File: src/rtl/idex_pipe_reg.sv
// idex_pipe_reg: ID/EX pipeline register with load-use stall detection, flush squash and saturating bubble counters.
module idex_pipe_reg #(
    parameter int XLEN = 32,
    parameter int CNTW = 16
) (
    input  logic            clk,
    input  logic            rst_n,
    input  logic [XLEN-1:0] ID_pc,
    input  logic [XLEN-1:0] ID_rs1_data,
    input  logic [XLEN-1:0] ID_rs2_data,
    input  logic [XLEN-1:0] ID_imm,
    input  logic [4:0]      ID_rs1,
    input  logic [4:0]      ID_rs2,
    input  logic [4:0]      ID_rd,
    input  logic            ID_uses_rs1,
    input  logic            ID_uses_rs2,
    input  logic [2:0]      ID_funct3,
    input  logic            ID_funct7b5,
    input  logic            ID_RegWrite,
    input  logic            ID_MemRead,
    input  logic            ID_MemWrite,
    input  logic            ID_MemtoReg,
    input  logic            ID_Branch,
    input  logic            ID_ALUSrc,
    input  logic [1:0]      ID_ALUOp,
    input  logic            EX_flush,
    output logic [XLEN-1:0] IDEX_pc,
    output logic [XLEN-1:0] IDEX_rs1_data,
    output logic [XLEN-1:0] IDEX_rs2_data,
    output logic [XLEN-1:0] IDEX_imm,
    output logic [4:0]      IDEX_rs1,
    output logic [4:0]      IDEX_rs2,
    output logic [4:0]      IDEX_rd,
    output logic [2:0]      IDEX_funct3,
    output logic            IDEX_funct7b5,
    output logic            IDEX_RegWrite,
    output logic            IDEX_MemRead,
    output logic            IDEX_MemWrite,
    output logic            IDEX_MemtoReg,
    output logic            IDEX_Branch,
    output logic            IDEX_ALUSrc,
    output logic [1:0]      IDEX_ALUOp,
    output logic            IDEX_valid,
    output logic            stall,
    output logic [CNTW-1:0] stall_cnt,
    output logic [CNTW-1:0] flush_cnt
);
    logic bubble;
    logic rs1_hit;
    logic rs2_hit;
    always_comb begin
        rs1_hit = ID_uses_rs1 && (ID_rs1 == IDEX_rd);
        rs2_hit = ID_uses_rs2 && (ID_rs2 == IDEX_rd);
        stall   = IDEX_MemRead && (IDEX_rd != 5'd0) && !EX_flush && (rs1_hit || rs2_hit);
        bubble  = stall || EX_flush;
    end
    // Data fields always follow ID; only identity/control fields are squashed by a bubble.
    always_ff @(posedge clk or negedge rst_n) begin
        if (!rst_n) begin
            IDEX_pc       <= '0;
            IDEX_rs1_data <= '0;
            IDEX_rs2_data <= '0;
            IDEX_imm      <= '0;
            IDEX_funct3   <= '0;
            IDEX_funct7b5 <= 1'b0;
            IDEX_rs1      <= '0;
            IDEX_rs2      <= '0;
            IDEX_rd       <= '0;
            IDEX_RegWrite <= 1'b0;
            IDEX_MemRead  <= 1'b0;
            IDEX_MemWrite <= 1'b0;
            IDEX_MemtoReg <= 1'b0;
            IDEX_Branch   <= 1'b0;
            IDEX_ALUSrc   <= 1'b0;
            IDEX_ALUOp    <= '0;
            IDEX_valid    <= 1'b0;
            stall_cnt     <= '0;
            flush_cnt     <= '0;
        end else begin
            IDEX_pc       <= ID_pc;
            IDEX_rs1_data <= ID_rs1_data;
            IDEX_rs2_data <= ID_rs2_data;
            IDEX_imm      <= ID_imm;
            IDEX_funct3   <= ID_funct3;
            IDEX_funct7b5 <= ID_funct7b5;
            IDEX_rs1      <= bubble ? 5'd0 : ID_rs1;
            IDEX_rs2      <= bubble ? 5'd0 : ID_rs2;
            IDEX_rd       <= bubble ? 5'd0 : ID_rd;
            IDEX_RegWrite <= !bubble && ID_RegWrite;
            IDEX_MemRead  <= !bubble && ID_MemRead;
            IDEX_MemWrite <= !bubble && ID_MemWrite;
            IDEX_MemtoReg <= !bubble && ID_MemtoReg;
            IDEX_Branch   <= !bubble && ID_Branch;
            IDEX_ALUSrc   <= !bubble && ID_ALUSrc;
            IDEX_ALUOp    <= bubble ? 2'd0 : ID_ALUOp;
            IDEX_valid    <= !bubble;
            if (stall && !(&stall_cnt))
                stall_cnt <= stall_cnt + 1'b1;
            if (EX_flush && !(&flush_cnt))
                flush_cnt <= flush_cnt + 1'b1;
        end
    end
endmodule

File: config.mk
export PLATFORM = sky130hd
export DESIGN_NAME = idex_pipe_reg
export DESIGN_NICKNAME = d
export VERILOG_FILES = /design/src/rtl/idex_pipe_reg.sv
export SDC_FILE = /design/constraint.sdc
export NUM_CORES = 1
export LEC_CHECK = 0
export CORE_AREA = 2 2 135 137
export DETAILED_ROUTE_END_ITERATION = 8
export DIE_AREA = 0 0 137 139
export PLACE_DENSITY_LB_ADDON = 0.15
export SYNTH_ARGS = -nofsm -noshare
export SYNTH_HDL_FRONTEND = slang
export SYNTH_SLANG_ARGS = --single-unit
File: constraint.sdc
create_clock -name clk -period 5.21 [get_ports clk]
set_clock_uncertainty 0.2 [all_clocks]
set_input_delay 0.7815 -clock clk [delete_from_list [all_inputs] [get_ports clk]]
set_output_delay 0.7815 -clock clk [all_outputs]
set_load 0.02 [all_outputs]
==> impl_metrics.toml, run 1 <==
[status]
outcome = "complete, no violations"

[worst_setup_path]
worstPathRequired_ns = 4.23
crit_path_end_kind = "primary output"
critPathLaunchType = "primary input"
crit_arrival_ns = 2.78
path_max_fanout = 17
worstSetupPathType = "primary input to primary output"

[timing]
slew_violations = 0
fin_crit_ns = 3.757
setup-violations-final = 0
post-route-period-util_pct = 72.11
finalHoldViolations = 0
rsz0062_at_grt = "no"
setup_tns_ns = 0
fmax_mhz = 266.2
tightest_slew_ns = 0.9142
slew_headroom_pct = 38.64

[power_and_ir_drop]
cellLeakagePower_nw = 4.275
powerDensity_mw_per_mm2 = 339.4
ir_worst_vdd_mv = 0.2647
finalPower_mw = 3.460

[clock_network]
htreeDepth = 4
ctsHoldBuffers = 0
cts_buffers = 17
clockRootBuffer = "clkbuf_16"
cts_setup_buffers = 0
clock_latency_ns = 0.42
cts.reportedPaths.clkPinSlew_ns = 0.07
cts_tree = "done"
cts_sinks = 188
clk_path_buf_depth = 2
ctsResizeCount = 0

[logic_synthesis]
async_flop_share_pct = 100.0
synthAdderAreaFrac_pct = 0.4309
syn-instance-count = 338
synth_xor_area_share_pct = 5.732
yosys_register_bits = 188
synth_mux_area_share_pct = 0.7757
synth-compound-area-share_pct = 1.681
ys_seq_area_share_pct = 81.02
synthTopCellsByCount = "dfrtp_1, xnor2_1, nand3_1"
syn-cell-area_mm2 = 0.005807
synth_nets = 500
synth-edff-count = 0
avgSynthCellArea_um2 = 17.18
synth_area_leaders = "dfrtp_1, xnor2_1, and2_2, nand3_1, and3_1"
synth_ff_type = "dfrtp_1"
yosysWarnings = 0
post_synth_num_cell_types = 28
synth-simple-area-share_pct = 9.545
yosys.area.top_type = "dfrtp_1"
synth_top_family_by_area = "simple AND/OR/NAND/NOR gates"
synth_top_area_share_pct = 81.02
post-synth-top-count-cell = "dfrtp_1"

[floorplanning]
start_util_pct = 32.89
pin_count = 349
rows = 49
fp.dieH_um = 139
coreArea_mm2 = 0.01766
die_area_mm2 = 0.01904
die_w_um = 137

[drt]
wire_per_inst_um = 18.84
dr_wl_met3_mm = 1.689
wl_met2_mm = 9.314
met1_length_mm = 6.481
drt_iter0_markers = 138
drc = 0
ant_nets = 0
via_per_inst = 4.271
highest_layer = "met4"
drt_wl_total_mm = 17.89
drt_pass1_iterations = 5
vias = 4057

[job]
cap_violations = 0

[global_route]
grt_pass1_vias = 4229
globalRouteTotalUtil_pct = 18.85
grt_pass1_wl_mm = 26.08
grt_max_degree = 101
antenna_found_initial = 5
grt-ovfl-total = 0

[placement]
hpwl_mm = 14.06
port_buffers = 348
gp_congestion = 0.8971

[layout]
multi_input_area_mm2 = 0.001055
fin_util_pct = 57.74
ff_latch_area_mm2 = 0.004705
fin_nets = 865
fillers = 1414
drive_above_1_share_pct = 8.101
synthToLayoutAreaGrowth_pct = 75.57

[worst_hold_path]
hp-class = "primary input to asynchronous set/reset pin"
==> per-stage QoR <==
step,hold slack (ns),instance area [um2],instances,setup slack [ns]
floorplan,0.2859,5807,338,2.297
global placement,0.2836,9572,913,1.468
detailed placement,0.2912,9572,913,1.457
CTS,0.2287,10180,945,1.436
global route,0.2318,10190,948,1.282
finish,0.1773,10190,950,1.453
==> routing by layer <==
| layer | track usage [%] | vias to the layer above |
|---|---|---|
| li1 | - | 1857 |
| met3 | 7.566 | 22 |
| met2 | 32.60 | 177 |
| met1 | 20.46 | 2001 |
| met4 | 7.379 | 0 |
| met5 | 0 | - |
==> placed cells by master (no fill, tap or decap), drive strengths merged <==
cell,n
clkbuf,19
clkinvlp,3
bufinv,2
nand4,12
ha,2
dfrtp,188
nor4b,1
clkdlybuf4s50,347
and2,25
nand2b,2
o22ai,1
clkinv,4
o21a,2
o21ai,2
xor2,2
nor4,1
a2111oi,1
nor3,1
or4,1
xnor2,36
a21oi,1
mux2,4
diode,5
nand3,18
a311oi,1
nand2,11
inv,6
and3,14
buf,3
and4,3
nor2,3
==> logic make-up after synthesis <==
group           count (synthesis)
flops                         188
mux                             4
simple gates                   92
compound gates                  8
fa+ha+maj                       2
xor+xnor                       38
buf+inv                         6
==> layout make-up <==
class / count / share of cell area [%]
Clock inverter: 14 / 1.780
Tap cell: 229 / 2.811
Clock buffer: 18 / 4.210
Sequential cell: 188 / 46.15
Inverter: 1 / 0.03682
Timing Repair Buffer: 351 / 34.55
Antenna cell: 5 / 0.1227
Multi-Input combinational cell: 144 / 10.35
==> registers in the layout, indices dropped and copies added, names as in the netlist, 2 cells and up <==
name / flops
IDEX_ALUOp: 2
IDEX_funct3: 3
IDEX_imm: 32
IDEX_pc: 32
IDEX_rd: 5
IDEX_rs1: 5
IDEX_rs1_data: 32
IDEX_rs2: 5
IDEX_rs2_data: 32
flush_cnt: 16
stall_cnt: 16
==> critical path, cell delays in order <==
cell and delay (ns):
clkdlybuf4s50_1 0.50, xnor2_1 0.13, nand4_1 0.14, o22ai_2 0.18, buf_4 0.24, nand2_1 0.08, nor2_1 0.10, clkdlybuf4s50_1 0.61
==> power by group <==
part           total [mW]  internal, mW  switching (mW)
logic               0.536         0.298           0.238
clock network        1.32         0.728           0.588
registers            1.61          1.55          0.0601
==> path summary, 6_finish.rpt <==
kind	from	endpoint	slack, ns	depth (start not counted)
min in group clk	flush_cnt[14]$_DFFE_PN0P_	flush_cnt[14]$_DFFE_PN0P_	0.30	1
worst min-delay path	rst_n	flush_cnt[1]$_DFFE_PN0P_	0.18	1
worst max-delay path	ID_rs2[0]	stall	1.45	8
max in group asynchronous	rst_n	IDEX_rs1_data[3]$_DFF_PN0_	3.66	2
worst max register to register	stall_cnt[0]$_DFFE_PN0P_	stall_cnt[1]$_DFFE_PN0P_	2.56	7
worst min register to register	flush_cnt[14]$_DFFE_PN0P_	flush_cnt[14]$_DFFE_PN0P_	0.30	1
Power figures use the tool's default switching activity.
==> run 2, diff against run 1 <==
- CORE_AREA: 2 2 135 137 -> 2 2 136 138
- DIE_AREA: 0 0 137 139 -> 0 0 138 140
- clock period: 5.21 -> 3.5 ns (I/O delays scaled with it)
==> run 2 against run 1 <==
Against the previous run: the flow now finishes with violations (hold timing); utilization shrank 0.38 points; count of clock-buffer cells in the layout shrank 1; sequential power grew 48%; global-route usage grew 1.0 points.
==> impl_metrics.toml, run 2 (synthesis gave the netlist of run 1 again) <==
[status]
outcome = "finished with violations"
violations = "hold timing"

[worst_setup_path]
crit_arrival_ns = 2.35
worstPathRequired_ns = 2.77
critPathLaunchType = "primary input"
worstSetupPathType = "primary input to primary output"
setup.worst_path.end = "stall"
r2r-start = "stall_cnt[0]$_DFFE_PN0P_"
crit_path_end_kind = "primary output"
path_max_fanout = 2
regToRegSetupSlack_ns = 1.24
reg2reg_depth = 7
r2r-end = "stall_cnt[1]$_DFFE_PN0P_"
crit_start = "ID_rs2[2]"

[layout]
fin_nets = 868
fillers = 1425
final_area_mm2 = 0.01020
final_common_cell = "clkdlybuf4s50_1"
mostFrequentLayoutCells = "clkdlybuf4s50_1, dfrtp_1, xnor2_1, nand3_1, clkbuf_16"
synthToLayoutAreaGrowth_pct = 75.63
drive_above_1_share_pct = 8.496

[global_route]
grt-ovfl-total = 0
antenna_found_initial = 1
grt_pass1_wl_mm = 28.30
grt_pass1_vias = 4185
grt_max_degree = 101
globalRouteTotalUtil_pct = 19.88

[power_and_ir_drop]
finalPower_mw = 5.148
ir_worst_vdd_mv = 0.3257
cellLeakagePower_nw = 4.291
powerDensity_mw_per_mm2 = 504.7

[placement]
hpwl_mm = 15.27
dpl_cell_area_mm2 = 0.009594
gp_congestion = 0.8746
port_buffers = 348

[timing]
tightest_slew_ns = 0.8003
fin_crit_ns = 3.077
setup-violations-final = 0
hold_ws_ns = -0.03197
slew_violations = 0
slew_headroom_pct = 46.64
finalHoldViolations = 16
setup_tns_ns = 0
fmax_mhz = 325.0
rsz0062_at_grt = "no"
post-route-period-util_pct = 87.92

[floorplanning]
rows = 49
start_util_pct = 32.66
pin_count = 349
die_area_mm2 = 0.01932
die_w_um = 138
coreArea_mm2 = 0.01778
fp.dieH_um = 140

[clock_network]
ctsResizeCount = 0
clockRootBuffer = "clkbuf_16"
clock_latency_ns = 0.42
cts_setup_buffers = 0
cts.reportedPaths.clkPinSlew_ns = 0.07
htreeDepth = 4
ctsHoldBuffers = 0
cts_tree = "done"
cts_buffers = 17
cts_sinks = 188
clk_path_buf_depth = 2

[drt]
wire_per_inst_um = 20.04
drt_iter0_markers = 164
vias = 4102
drt_wl_total_mm = 19.00
ant_nets = 0
drc = 0
via_per_inst = 4.327
drt_pass1_iterations = 4

[worst_hold_path]
hp-class = "primary input to asynchronous set/reset pin"

[job]
cap_violations = 0
run 2: changes by cell type in the layout (fill, tap and decap cells not counted):
cell	before	now
clkinv_4	2	1
clkbuf_1	1	0
clkinv_2	0	1
diode_2	5	1
inv_8	2	1
buf_4	2	5
inv_6	3	5
clkinvlp_4	3	2
run 2: metrics by stage:
step,utilization (%),setup WS [ns],std cells
2_1_floorplan,-,1.090,338
3_3_place_gp,53.96,0.3872,916
3_5_place_dp,53.96,0.4093,916
4_1_cts,57.35,0.3842,947
5_1_grt,57.36,0.2937,948
6_report,57.36,0.4228,948
run 2: how the worst min path moves through the flow:
| stage | cells after the start | start | endpoint |
|---|---|---|---|
| 2_1_floorplan | 0 | rst_n | IDEX_ALUOp[0]$_DFF_PN0_ |
| 3_3_place_gp | 1 | flush_cnt[8]$_DFFE_PN0P_ | flush_cnt[8]$_DFFE_PN0P_ |
| 3_5_place_dp | 1 | flush_cnt[8]$_DFFE_PN0P_ | flush_cnt[8]$_DFFE_PN0P_ |
| 4_1_cts | 1 | rst_n | flush_cnt[3]$_DFFE_PN0P_ |
| 5_1_grt | 1 | rst_n | flush_cnt[3]$_DFFE_PN0P_ |
| 6_report | 1 | rst_n | flush_cnt[3]$_DFFE_PN0P_ |
run 2: layout make-up:
type                            count  area [um2]  area share (%)
Multi-Input combinational cell    144        1055           10.34
Sequential cell                   188        4705           46.13
Clock inverter                     14       176.4           1.730
Clock buffer                       17       425.4           4.171
Timing Repair Buffer              354        3545           34.76
Antenna cell                        1       2.502         0.02454
Tap cell                          229       286.5           2.809
Inverter                            1       3.754         0.03681
run 2: critical path: stages:
cell,delay [ns]
clkdlybuf4s50_1,0.50
xnor2_1,0.13
nand4_1,0.13
o22ai_2,0.25
nand2_1,0.08
nor2_1,0.11
clkdlybuf4s50_1,0.63
run 2: per-layer routing:
layer  share of wire, %  wire length (um)  GRT usage, %  up-vias
li1                   -                 -             -     1858
met1                 38              7255         23.36     2047
met2                 54             10310         34.97      180
met3                6.4              1225         6.462       17
met4                1.1               205         5.854        0
met5                  0                 0             0        -
run 2: power breakdown:
part / switching [mW] / internal (mW)
logic: 0.362 / 0.446
clock network: 0.869 / 1.08
registers: 0.0899 / 2.30
total: 1.32 / 3.83
==> run 3, diff against run 2 <==
- CTS_CLUSTER_SIZE: default -> 24
- PLACE_DENSITY: default -> 0.81
- PLACE_DENSITY_LB_ADDON: 0.15 -> default
==> run 3 against run 2 <==
Against the previous run: the run now ends clean; cell count increased by 0.42%; highest routed layer unchanged; critical path type unchanged; die area unchanged; utilization increased by 0.056 points; global-route usage decreased by 2.0 points; count of clock-buffer cells in the layout increased by 1; critical path depth unchanged.
==> impl_metrics.toml, run 3 (synthesis gave the netlist of run 1 again) <==
[layout]
synthToLayoutAreaGrowth_pct = 75.80
drive_above_1_share_pct = 8.472
fin_nets = 869
final_common_cell = "clkdlybuf4s50_1"
fillers = 1434
final_cells = 952
mostFrequentLayoutCells = "clkdlybuf4s50_1, dfrtp_1, xnor2_1, nand3_1, clkbuf_16"
ff_latch_area_mm2 = 0.004705
multi_input_area_mm2 = 0.001055

[global_route]
globalRouteTotalUtil_pct = 17.91
grt_pass1_vias = 4219
antenna_found_initial = 3
grt_pass1_wl_mm = 25.99
grt_max_degree = 96
grt-ovfl-total = 0

[drt]
drt_iter0_markers = 137
drt_pass1_iterations = 4
ant_nets = 0
drc = 0
via_per_inst = 4.270
wire_per_inst_um = 18.34
vias = 4065
drt_wl_total_mm = 17.46

[timing]
post-route-period-util_pct = 87.93
slew_violations = 0
slew_headroom_pct = 48.50
setup_tns_ns = 0
finalHoldViolations = 0
setup-violations-final = 0
rsz0062_at_grt = "no"
fmax_mhz = 324.9
tightest_slew_ns = 0.7725
hold_ws_ns = 0.3052
fin_crit_ns = 3.078

[worst_setup_path]
slowest_delay_ns = 0.63
worstSetupPathType = "primary input to primary output"
critPathLaunchType = "primary input"
crit_path_top_delay_cell = "clkdlybuf4s50_1"
crit_arrival_ns = 2.35
crit_top_cell = "clkdlybuf4s50_1"
crit_path_end_kind = "primary output"
crit_chain = "clkdlybuf4s50_1 -> xnor2_1 -> nand4_1 -> o22ai_2 -> nand2_1 -> nor2_1 -> clkdlybuf4s50_1"
worstPathRequired_ns = 2.77
path_max_fanout = 2

[placement]
hpwl_mm = 13.90
dp.cells = 916
gp_congestion = 0.8285
port_buffers = 348

[floorplanning]
die_area_mm2 = 0.01932
start_util_pct = 32.66
fp.dieH_um = 140
coreArea_mm2 = 0.01778
die_w_um = 138
pin_count = 349
rows = 49

[power_and_ir_drop]
power.switching_mw = 1.366
cellLeakagePower_nw = 4.297
powerDensity_mw_per_mm2 = 497.9
clockPowerShare_pct = 37.1
combinationalPowerShare_pct = 15.8
swShare_pct = 26.88
ir_worst_vdd_mv = 0.3929
p_int_mw = 3.717
pwr-share-seq_pct = 47.1
finalPower_mw = 5.083

[clock_network]
clock_latency_ns = 0.41
cts.reportedPaths.clkPinSlew_ns = 0.07
cts_tree = "done"
clockRootBuffer = "clkbuf_16"
cts_buffers = 17
cts_sinks = 188
clk_path_buf_depth = 2
htreeDepth = 4

[job]
cap_violations = 0

[status]
outcome = "complete, no violations"

[worst_hold_path]
hp-class = "register to register"
## run 3: cell types whose count changed in the layout (fill, tap and decap cells not counted), sizes merged
cell         delta
clkbuf          +1
clkinv          +3
bufinv          -2
diode           +2
dlygate4sd3     +1
clkinvlp        -2
inv             +1
## run 3: layer usage
layer / routed length [um] / up-vias / GRT usage [%]
li1: - / 1860 / -
met5: 0 / - / 0
met4: 210 / 0 / 5.639
met2: 9611 / 160 / 31.97
met3: 854 / 15 / 4.855
met1: 6783 / 2030 / 21.14
## run 3: worst max-delay path, delay by kind of cell
kind,cells,cell delay (ns)
buf+inv,2,1.13
simple gates,3,0.33
compound gates,1,0.24
xor+xnor,1,0.13
## run 3: path summary, 6_finish.rpt
kind | from | endpoint | slack, ns | depth (start not counted)
max in group asynchronous | rst_n | IDEX_rs1_data[15]$_DFF_PN0_ | 1.64 | 3
setup / recovery | ID_rs2[2] | stall | 0.42 | 7
min in group asynchronous | rst_n | IDEX_rs2[2]$_DFF_PN0_ | 0.54 | 2
setup reg to reg | IDEX_rd[0]$_DFF_PN0_ | stall_cnt[1]$_DFFE_PN0P_ | 1.21 | 6
hold reg to reg | flush_cnt[14]$_DFFE_PN0P_ | flush_cnt[14]$_DFFE_PN0P_ | 0.31 | 1
hold / removal | flush_cnt[14]$_DFFE_PN0P_ | flush_cnt[14]$_DFFE_PN0P_ | 0.31 | 1
## run 3: repair_timing
action / 4_1_cts / 5_1_grt
endpoints found under the hold margin: 5 / 0
gates resized for setup: 0 / 0
setup buffers: 0 / 0
hold buffers: 1 / 0
## run 3: final cells by class
type | count | area share, %
antenna | 3 | 0.07354
clock buffer | 18 | 4.204
clock inverter | 14 | 1.642
inverter | 1 | 0.03677
multi-input combinational | 144 | 10.33
sequential | 188 | 46.08
tap | 229 | 2.807
timing repair buffer | 355 | 34.82
## run 3: metrics by stage
| stage | instance area [um2] | worst slack (ns) | utilization [%] |
|---|---|---|---|
| detailed placement | 9594 | 0.4031 | 53.96 |
| global route | 10210 | 0.2651 | 57.42 |
| global placement | 9594 | 0.4018 | 53.96 |
| floorplan | 5807 | 1.090 | - |
| finish | 10210 | 0.4224 | 57.42 |
| CTS | 10200 | 0.3854 | 57.38 |
## run 3: power groups by stage
stage / Combinational, mW / Sequential (mW) / Clock, mW
floorplan: 0.104 / 2.60 / 0
global placement: 0.796 / 2.43 / 0
detailed placement: 0.808 / 2.44 / 0
CTS: 0.813 / 2.40 / 1.93
global route: 0.850 / 2.41 / 2.03
finish: 0.802 / 2.40 / 1.89
